===== src/rtl/sad_block_search_pkg.sv =====
// Shared definitions for the SAD block-search engine: FSM encoding and width helpers.
// No timing of its own.
// No flow control of its own.
package sad_block_search_pkg;

   localparam logic [1:0] ST_IDLE  = 2'd0;
   localparam logic [1:0] ST_RUN   = 2'd1;
   localparam logic [1:0] ST_DRAIN = 2'd2;

   // Ceiling log2; returns 0 for values <= 1.
   function automatic int clog2(input int value);
      int r;
      r = 0;
      while ((1 << r) < value) begin
         r = r + 1;
      end
      return r;
   endfunction

   // Width of one word's summed |a-b| across all lanes.
   function automatic int word_sad_w(input int pix_w, input int lanes);
      return pix_w + clog2(lanes);
   endfunction

endpackage


===== src/rtl/sad_absdiff_lanes.sv =====
// Per-lane absolute difference of two packed pixel words, summed into one word SAD.
// Purely combinational, zero cycles.
// No flow control; the caller decides when the result is registered.
module sad_absdiff_lanes
   import sad_block_search_pkg::*;
#(
   parameter int LANES = 4,
   parameter int PIX_W = 8,
   localparam int SUM_W = word_sad_w(PIX_W, LANES)
) (
   input  logic [LANES*PIX_W-1:0] a,
   input  logic [LANES*PIX_W-1:0] b,
   output logic [SUM_W-1:0]       word_sad
);

   logic signed [PIX_W:0] diff [LANES];
   logic signed [PIX_W:0] mag  [LANES];

   // Zero-extended signed difference per lane, negated when negative.
   for (genvar i = 0; i < LANES; i++) begin : g_lane
      assign diff[i] = signed'({1'b0, a[i*PIX_W +: PIX_W]}) - signed'({1'b0, b[i*PIX_W +: PIX_W]});
      assign mag[i]  = diff[i][PIX_W] ? -diff[i] : diff[i];
   end

   // Sum all lane magnitudes; the result width covers LANES * (2^PIX_W - 1).
   always_comb begin
      word_sad = '0;
      for (int i = 0; i < LANES; i++) begin
         word_sad = word_sad + SUM_W'(unsigned'(mag[i]));
      end
   end

endmodule


===== src/rtl/sad_block_search.sv =====
// Block-match SAD search: streams candidate blocks, reports each candidate SAD and the running minimum.
// Last beat at edge E -> sad_valid at E+2 -> best update (and done on the final candidate) at E+3.
// in_ready is high only in RUN; in_valid bubbles are absorbed without affecting results.
module sad_block_search
   import sad_block_search_pkg::*;
#(
   parameter int LANES       = 4,
   parameter int PIX_W       = 8,
   parameter int BLOCK_WORDS = 16,
   parameter int NUM_CAND    = 64,
   parameter int OUT_W       = 32,
   parameter int IDX_W       = 16
) (
   input  logic                   Clk,
   input  logic                   Reset,
   input  logic                   start,
   input  logic                   in_valid,
   output logic                   in_ready,
   input  logic [LANES*PIX_W-1:0] word_a,
   input  logic [LANES*PIX_W-1:0] word_b,
   output logic                   sad_valid,
   output logic [OUT_W-1:0]       cand_sad,
   output logic [IDX_W-1:0]       cand_idx,
   output logic [OUT_W-1:0]       best_sad,
   output logic [IDX_W-1:0]       best_idx,
   output logic                   busy,
   output logic                   done
);

   localparam int WSAD_W = word_sad_w(PIX_W, LANES);
   localparam int WC_W   = (clog2(BLOCK_WORDS) < 1) ? 1 : clog2(BLOCK_WORDS);
   localparam logic [WC_W-1:0]  LAST_WORD = WC_W'(BLOCK_WORDS - 1);
   localparam logic [IDX_W-1:0] LAST_CAND = IDX_W'(NUM_CAND - 1);

   logic [1:0]       state;
   logic [WC_W-1:0]  word_cnt;
   logic [IDX_W-1:0] cand_cnt;
   logic             accept;
   logic             start_search;
   logic             is_first;
   logic             is_last;
   logic             is_final;

   // Input capture stage (registered on the accept edge)
   logic                   s0_vld;
   logic [LANES*PIX_W-1:0] s0_a;
   logic [LANES*PIX_W-1:0] s0_b;
   logic                   s0_first;
   logic                   s0_last;
   logic                   s0_final;
   logic [IDX_W-1:0]       s0_idx;

   // Word-SAD stage (accept edge + 1)
   logic [WSAD_W-1:0]      lane_sad;
   logic                   s1_vld;
   logic [WSAD_W-1:0]      s1_sad;
   logic                   s1_first;
   logic                   s1_last;
   logic                   s1_final;
   logic [IDX_W-1:0]       s1_idx;

   // Accumulate stage (accept edge + 2)
   logic [OUT_W-1:0]       acc;
   logic [OUT_W:0]         acc_sum;
   logic [OUT_W-1:0]       acc_next;
   logic                   sad_final;

   assign in_ready     = (state == ST_RUN);
   assign busy         = (state != ST_IDLE);
   assign accept       = in_valid && in_ready;
   assign start_search = (state == ST_IDLE) && start;
   assign is_first     = (word_cnt == '0);
   assign is_last      = (word_cnt == LAST_WORD);
   assign is_final     = is_last && (cand_cnt == LAST_CAND);

   // Search FSM with word/candidate counters; DRAIN ends on the final compare.
   always_ff @(posedge Clk) begin
      if (Reset) begin
         state    <= ST_IDLE;
         word_cnt <= '0;
         cand_cnt <= '0;
      end else begin
         case (state)
            ST_IDLE: begin
               if (start) begin
                  state    <= ST_RUN;
                  word_cnt <= '0;
                  cand_cnt <= '0;
               end
            end
            ST_RUN: begin
               if (accept) begin
                  if (is_last) begin
                     word_cnt <= '0;
                     if (cand_cnt == LAST_CAND) begin
                        state <= ST_DRAIN;
                     end else begin
                        cand_cnt <= cand_cnt + 1'b1;
                     end
                  end else begin
                     word_cnt <= word_cnt + 1'b1;
                  end
               end
            end
            ST_DRAIN: begin
               if (sad_valid && sad_final) begin
                  state <= ST_IDLE;
               end
            end
            default: state <= ST_IDLE;
         endcase
      end
   end

   // Capture accepted pixels together with their position in the search.
   always_ff @(posedge Clk) begin
      if (Reset) begin
         s0_vld   <= 1'b0;
         s0_a     <= '0;
         s0_b     <= '0;
         s0_first <= 1'b0;
         s0_last  <= 1'b0;
         s0_final <= 1'b0;
         s0_idx   <= '0;
      end else begin
         s0_vld <= accept;
         if (accept) begin
            s0_a     <= word_a;
            s0_b     <= word_b;
            s0_first <= is_first;
            s0_last  <= is_last;
            s0_final <= is_final;
            s0_idx   <= cand_cnt;
         end
      end
   end

   sad_absdiff_lanes #(
      .LANES (LANES),
      .PIX_W (PIX_W)
   ) u_absdiff (
      .a        (s0_a),
      .b        (s0_b),
      .word_sad (lane_sad)
   );

   // Register the per-word SAD.
   always_ff @(posedge Clk) begin
      if (Reset) begin
         s1_vld   <= 1'b0;
         s1_sad   <= '0;
         s1_first <= 1'b0;
         s1_last  <= 1'b0;
         s1_final <= 1'b0;
         s1_idx   <= '0;
      end else begin
         s1_vld <= s0_vld;
         if (s0_vld) begin
            s1_sad   <= lane_sad;
            s1_first <= s0_first;
            s1_last  <= s0_last;
            s1_final <= s0_final;
            s1_idx   <= s0_idx;
         end
      end
   end

   // First word of a candidate reloads; later words add and clamp at all ones.
   always_comb begin
      acc_sum  = {1'b0, acc} + (OUT_W + 1)'(s1_sad);
      acc_next = acc_sum[OUT_W] ? {OUT_W{1'b1}} : acc_sum[OUT_W-1:0];
      if (s1_first) begin
         acc_next = OUT_W'(s1_sad);
      end
   end

   // Accumulate and publish the finished candidate on its last word.
   always_ff @(posedge Clk) begin
      if (Reset) begin
         acc       <= '0;
         sad_valid <= 1'b0;
         sad_final <= 1'b0;
         cand_sad  <= '0;
         cand_idx  <= '0;
      end else begin
         sad_valid <= s1_vld && s1_last;
         sad_final <= s1_vld && s1_final;
         if (start_search) begin
            acc <= '0;
         end else if (s1_vld) begin
            acc <= acc_next;
            if (s1_last) begin
               cand_sad <= acc_next;
               cand_idx <= s1_idx;
            end
         end
      end
   end

   // Strict-less compare keeps the earliest index on ties; done marks the final compare.
   always_ff @(posedge Clk) begin
      if (Reset) begin
         best_sad <= '1;
         best_idx <= '0;
         done     <= 1'b0;
      end else begin
         done <= sad_valid && sad_final;
         if (start_search) begin
            best_sad <= '1;
            best_idx <= '0;
         end else if (sad_valid && (cand_sad < best_sad)) begin
            best_sad <= cand_sad;
            best_idx <= cand_idx;
         end
      end
   end

endmodule


===== config.mk =====
export PLATFORM = sky130hd
export DESIGN_NAME = sad_block_search
export DESIGN_NICKNAME = d
export VERILOG_FILES = /design/src/rtl/sad_block_search_pkg.sv /design/src/rtl/sad_absdiff_lanes.sv /design/src/rtl/sad_block_search.sv
export SDC_FILE = /design/constraint.sdc
export NUM_CORES = 1
export LEC_CHECK = 0
export BUFFER_PORTS_ARGS = -buffer_cell sky130_fd_sc_hd__buf_2
export CORE_MARGIN = 2
export CORE_UTILIZATION = 25
export CTS_BUF_LIST = sky130_fd_sc_hd__clkbuf_4 sky130_fd_sc_hd__clkbuf_8 sky130_fd_sc_hd__clkbuf_16
export DETAILED_ROUTE_END_ITERATION = 12
export PLACE_DENSITY = 0.51
export SETUP_SLACK_MARGIN = 0.05
export SLEW_MARGIN = 30
export SYNTH_ARGS = -nofsm -noshare
export SYNTH_HDL_FRONTEND = slang
export SYNTH_SLANG_ARGS = --single-unit

===== constraint.sdc =====
create_clock -name Clk -period 5.5 [get_ports Clk]
set_input_delay 0.275 -clock Clk [delete_from_list [all_inputs] [get_ports Clk]]
set_output_delay 0.275 -clock Clk [all_outputs]
set_load 0.05 [all_outputs]

==> results of run 1 <==
[worst max-delay path by stage]
| stage | to | startpoint | depth (start not counted) | slack (ns) |
|---|---|---|---|---|
| 6_report | s1_sad[9]$_SDFFE_PP0P_ | s0_a[16]$_SDFFE_PP0P_ | 19 | 0.69 |
| 5_1_grt | s1_sad[6]$_SDFFE_PP0P_ | s0_a[8]$_SDFFE_PP0P_ | 21 | 0.31 |
| 4_1_cts | s1_sad[9]$_SDFFE_PP0P_ | s0_a[8]$_SDFFE_PP0P_ | 21 | 0.68 |
| 3_5_place_dp | s1_sad[9]$_SDFFE_PP0P_ | s0_a[8]$_SDFFE_PP0P_ | 21 | 0.71 |
| 3_3_place_gp | s1_sad[9]$_SDFFE_PP0P_ | s0_a[8]$_SDFFE_PP0P_ | 21 | 0.75 |
| 2_1_floorplan | s1_sad[8]$_SDFFE_PP0P_ | s0_a[16]$_SDFFE_PP0P_ | 17 | 0.95 |
[synth_stat cells, types with 8 or more instances]
cell	count	area, µm²
o311ai_0	8	70.1
nand4_1	19	119
a21oi_1	179	896
or3_1	9	56.3
o31ai_1	10	75.1
clkbuf_1	64	240
a21o_1	17	128
mux2i_1	75	751
a211oi_1	19	143
fa_1	23	460
nand2_1	298	1120
xnor2_1	39	342
nand2b_1	17	106
a31oi_1	12	75.1
o21ai_0	57	285
or2_2	8	50.1
o21a_1	10	75.1
o22ai_1	8	50.1
ha_1	89	1110
xor2_1	38	333
inv_1	118	443
nor2_1	174	653
and3_1	18	113
dfxtp_1	267	5350
and4_1	8	70.1
nor2b_1	8	50.1
buf_1	11	41.3
nand3_1	55	275
nor3_1	19	95.1
buf_2	12	60.1
[per-layer routing]
metal  vias up  wire length, µm  part of all wire, %  track usage (%)
met1      6194            19300                   46             17.5
met2       255            20000                   48             23.4
met5         -               13                0.031                0
met4         2              876                  2.1             3.72
met3        58             1830                  4.4             2.57
li1       6679                -                    -                -
[worst max-delay path: stages, from the launching register on]
cell      delay (ns)
dfxtp_1         0.32
inv_1           0.04
ha_1            0.21
fa_1            0.39
nand2b_1        0.17
a21oi_1         0.16
xor2_1          0.15
or3b_2          0.50
o311ai_0        0.40
xnor2_1         0.15
fa_1            0.52
inv_1           0.06
fa_1            0.52
inv_1           0.04
ha_1            0.32
or2_2           0.30
a21oi_1         0.15
a31oi_1         0.07
nand2_1         0.08
o221ai_1        0.10
[logic make-up after synthesis]
logic type               Yosys count  share of synthesized area (%)
AO/OA/AOI/OAI                    407                           17.5
XOR/XNOR                          77                           4.56
adder cells (fa/ha/maj)          112                           10.6
buffers and inverters            214                           5.81
flip-flops                       267                           36.1
multiplexers                      76                           5.15
AND/OR/NAND/NOR                  668                           20.2
[metrics by stage]
step,setup WS (ns),util [%],hold WS (ns)
5_1_grt,0.313,31.0,0.0246
3_5_place_dp,0.706,27.8,0.445
6_report,0.694,31.0,0.0303
3_3_place_gp,0.753,27.8,0.441
2_1_floorplan,0.951,-,0.411
4_1_cts,0.679,31.0,0.0127
[where the power goes]
group	internal (W)	switching, W	total, W
clock	0.00157	0.000907	0.00248
combinational	0.000941	0.00123	0.00217
sequential	0.00198	0.0000387	0.00201
total	0.00449	0.00217	0.00666
[state kept, by name, summed over array words and instances, names as in the netlist, 2 cells and up]
name,cells
best_idx,16
s0_a,32
s0_b,32
state,2
best_sad,32
s1_sad,10
s1_idx,16
cand_cnt,16
s0_idx,16
word_cnt,4
cand_idx,16
cand_sad,32
acc,32
[final cells by class]
cell class / instances / area (µm²) / area share, %
repair buffers: 246 / 1590 / 8.74
well taps: 773 / 967 / 5.31
clock inverters: 11 / 198 / 1.09
clock buffers: 51 / 1060 / 5.81
flip-flops and latches: 267 / 5350 / 29.3
inverters: 120 / 450 / 2.47
multi-input cells: 1340 / 8610 / 47.2
==> qor.csv, run 1 <==
metric,value,unit
chipHeight,247,µm
final_cell_mix,"296 x nand2_1, 266 x dfxtp_1, 179 x a21oi_1",
hold_end,s0_b[0]$_SDFFE_PP0P_,
antenna_left,0,
yosys_warnings,0,
max_freq,208,MHz
dr.pass1.iters,5,
end_kind,register,
power.static_leakage,7.34,nW
post-route-period-util,87.4,%
crit_type,reg2reg,
async_flop_share,0,%
place_congestion,0.889,
start_util,25.2,%
r2r_cells,19,
grt_pass1_vias,12799,
holdPathStages,3,
dr_total_vias,13188,
r2r-start,s0_a[16]$_SDFFE_PP0P_,
wl_per_cell,15.0,µm
antenna_found_initial,1,
routed_wl,42.0,mm
syn_nets,2001,
coreArea,58800,µm²
avgSynthCellArea,8.13,µm²
hold_viol_final,0,
ir_worst_vdd,0.339,mV
worst_hold_path_type,in2reg,
numCtsBuffers,35,
htree_num_levels,2,
nFillCells,6244,
viasPerCell,4.70,
post_cts_resized,0,
placed_cells,2682,
synth_cell_types,78,
synth_edf_count,0,
antennaDiodeCount,0,
tritoncts,done,
status,"finished, final reports clean",
syn-cell-area,14800,µm²
path_max_fanout,4,
cap_violations,0,
crit_path_start_kind,register,
setup_tns,0,ns
pin_count,168,
post-route-min-period,4.81,ns
ys_ff_latch,267,
min-delay-start,word_b[0],
clockBufferDepth,3,
clock-sinks,267,
required,5.89,ns
crit_arrival,5.19,ns
root_buffer,clkbuf_16,
area_growth,23.1,%
total_power,0.00666,W
grt_pass1_wl,67.5,mm
port-buffer-count,167,
drtIter0Drc,635,
worst_pin_slew,0.971,ns
max_slew_margin,35.2,%
grt_max_degree,86,
slew_viol_final,0,
syn_inst,1821,
synth_ff_type,dfxtp_1,
nets,2190,
worstSkewPairLatency,0.55,ns
cts_setup_buffers,0,
skew,0.0266,ns
rsz0062_at_grt,no,
grt_usage,13.6,%
power_per_cell_area,366,nW/µm²
final_common_cell,nand2_1,
grt_overflow,0,
holdBufCountCts,64,
placed_area,16300,µm²
ff2ff_setup_slack,0.69,ns
row_count,89,
post-route-cell-area,18200,µm²
synth_seq_area_share,36.1,%
setup_viol,0,
die_area,61200,µm²
final_layout_size_suffix_gt1_share,14.0,%
clk_pin_slew,0.06,ns
dp_hpwl,30.5,mm
r2r_end,s1_sad[9]$_SDFFE_PP0P_,
die_x,247,µm
final_cells,2808,
drc_errors,0,
(Power assumes the default switching activity.)
==> inputs of run 2 (changes only) <==
--- a/config.mk
+++ b/config.mk
@@ -11,6 +11,8 @@
 export CTS_BUF_LIST = sky130_fd_sc_hd__clkbuf_4 sky130_fd_sc_hd__clkbuf_8 sky130_fd_sc_hd__clkbuf_16
 export DETAILED_ROUTE_END_ITERATION = 12
 export PLACE_DENSITY = 0.51
+export RECOVER_POWER = 50
+export REMOVE_ABC_BUFFERS = 1
 export SETUP_SLACK_MARGIN = 0.05
 export SLEW_MARGIN = 30
 export SYNTH_ARGS = -nofsm -noshare
==> run 2 against run 1 <==
Effect of this change: the flow now finishes with violations (max-capacitance violations, max-slew violations); global-route usage decreased by 0.31 points; die area unchanged; non-clock buffer count shrank 1; utilization is 0.48 points lower; via count is 0.23% lower; maximum frequency down 0.37%; largest cell class unchanged; largest power group unchanged; highest routed layer is now met4.
==> qor.csv, run 2 (same netlist as run 1, synthesis figures left out) <==
metric,value,unit
chipHeight,247,µm
die_area,61200,µm²
routed_wl,41.8,mm
setup_viol,0,
path_cells,inv_1 -> ha_1 -> fa_1 -> nand2b_1 -> a21oi_1 -> xor2_1 -> or3b_2 -> o311ai_0 -> xnor2_1 -> fa_1 -> inv_1 -> fa_1 -> inv_1 -> ha_1 -> or2_2 -> a21oi_1 -> a31oi_1 -> nand2_1 -> o221ai_1,
power_per_cell_area,354,nW/µm²
cap_violations,4,
coreArea,58800,µm²
setup_tns,0,ns
path_max_fanout,4,
max_freq,207,MHz
final_cell_mix,"296 x nand2_1, 267 x dfxtp_1, 179 x a21oi_1",
rsz0062_at_grt,no,
grt_usage,13.3,%
clockBufferDepth,3,
total_power,0.00636,W
routed-wl-met2,18.2,mm
post_cts_resized,0,
crit_type,reg2reg,
area_growth,21.2,%
antenna_left,0,
crit_slowest_cell,fa_1,
viasPerCell,4.69,
required,5.89,ns
slew_viol_final,197,
wl_met3,2.35,mm
antenna_found_initial,0,
grt_max_degree,89,
pin_count,168,
crit_arrival,5.21,ns
min-delay-start,word_a[17],
drtIter0Drc,698,
ff2ff_setup_slack,0.68,ns
grt_pass1_vias,12487,
skew,0.0253,ns
hold_end,s0_a[17]$_SDFFE_PP0P_,
post-route-period-util,87.7,%
htree_num_levels,2,
drc_errors,0,
m1WireLength,20.1,mm
place_congestion,0.825,
r2r_end,s1_sad[9]$_SDFFE_PP0P_,
max_slew_margin,-102,%
numCtsBuffers,36,
worst_pin_slew,3.03,ns
dr_total_vias,13158,
highest_layer,met4,
dp_hpwl,30.1,mm
nets,2190,
start_util,25.2,%
post-route-min-period,4.82,ns
final_common_cell,nand2_1,
port-buffer-count,167,
grt_pass1_wl,65.9,mm
end_kind,register,
slowest_delay,0.53,ns
antennaDiodeCount,0,
die_x,247,µm
holdPathStages,3,
r2r-start,s0_a[16]$_SDFFE_PP0P_,
root_buffer,clkbuf_16,
clock-sinks,267,
worst_hold_path_type,in2reg,
wl_per_cell,14.9,µm
r2r_cells,19,
nFillCells,6372,
dr.pass1.iters,5,
hold_viol_final,0,
violations,"max-capacitance violations, max-slew violations",
status,finished with violations,
grt_overflow,0,
row_count,89,
crit_path_start_kind,register,
power.static_leakage,6.93,nW
worstSkewPairLatency,0.54,ns
ir_worst_vdd,0.300,mV
final_layout_size_suffix_gt1_share,8.67,%
clk_pin_slew,0.05,ns
tritoncts,done,
## run 2: cell types whose count changed in the layout (fill, tap and decap cells not counted), moves of 2 or more
cell,previous run,this run
clkinv_2,1,5
buf_4,16,9
inv_6,3,0
clkbuf_1,0,104
buf_2,166,67
clkbuf_16,35,37
clkbuf_8,10,5
bufinv_16,5,0
clkbuf_4,6,9
## run 2: worst max path at each step
stage                     startpoint                      to  slack, ns  cells past startpoint
4_1_cts        s0_a[16]$_SDFFE_PP0P_  s1_sad[9]$_SDFFE_PP0P_       0.63                     19
3_5_place_dp   s0_a[16]$_SDFFE_PP0P_  s1_sad[9]$_SDFFE_PP0P_       0.64                     19
6_report       s0_a[16]$_SDFFE_PP0P_  s1_sad[9]$_SDFFE_PP0P_       0.68                     19
2_1_floorplan  s0_a[16]$_SDFFE_PP0P_  s1_sad[8]$_SDFFE_PP0P_       0.95                     17
5_1_grt         s0_a[8]$_SDFFE_PP0P_  s1_sad[9]$_SDFFE_PP0P_       0.29                     21
3_3_place_gp   s0_a[16]$_SDFFE_PP0P_  s1_sad[9]$_SDFFE_PP0P_       0.68                     19
## run 2: metrics by stage
step                cell area (µm²)  worst slack [ns]  util [%]  std cells  hold slack (ns)
floorplan                     14400             0.951         -       1727            0.340
global placement              16300             0.681      27.7       2680            0.439
detailed placement            16300             0.642      27.8       2680            0.447
CTS                           18100             0.634      30.7       2803          0.00472
global route                  17900             0.291      30.5       2804           0.0332
finish                        17900             0.676      30.5       2804           0.0470
## run 2: what timing repair did
action / in CTS / in global routing
setup buffers: 0 / 0
endpoints found under the hold margin: 63 / 0
hold buffers: 64 / 0
setup endpoints to repair: 0 / 0
## run 2: where the power goes
group | switching, W | internal [W]
Sequential | 0.0000381 | 0.00198
Combinational | 0.00120 | 0.000935
Clock | 0.000875 | 0.00134
Total | 0.00211 | 0.00425
## run 2: layout make-up
| class | instances | area (µm²) | area share (%) |
|---|---|---|---|
| sequential | 267 | 5350 | 29.8 |
| clock buffer | 51 | 1060 | 5.92 |
| tap | 773 | 967 | 5.39 |
| clock inverter | 8 | 48.8 | 0.272 |
| inverter | 120 | 450 | 2.51 |
| timing repair buffer | 245 | 1450 | 8.06 |
| multi-input combinational | 1340 | 8620 | 48.1 |
## run 2: worst max-delay path: cells and delay by family (launching register included)
family | cells | cell delay, ns
AOI/OAI and AO/OA | 5 | 0.87
xor gates and xnor gates | 2 | 0.34
adders and majority gates | 5 | 1.98
buffers and inverters | 3 | 0.13
DFF | 1 | 0.32
and+or+nand+nor | 4 | 1.03
## run 2: routing by layer
metal | GRT usage [%] | vias up
li1 | - | 6673
met2 | 21.0 | 291
met1 | 17.9 | 6128
met3 | 3.02 | 66
met4 | 4.58 | 0
met5 | 0 | -
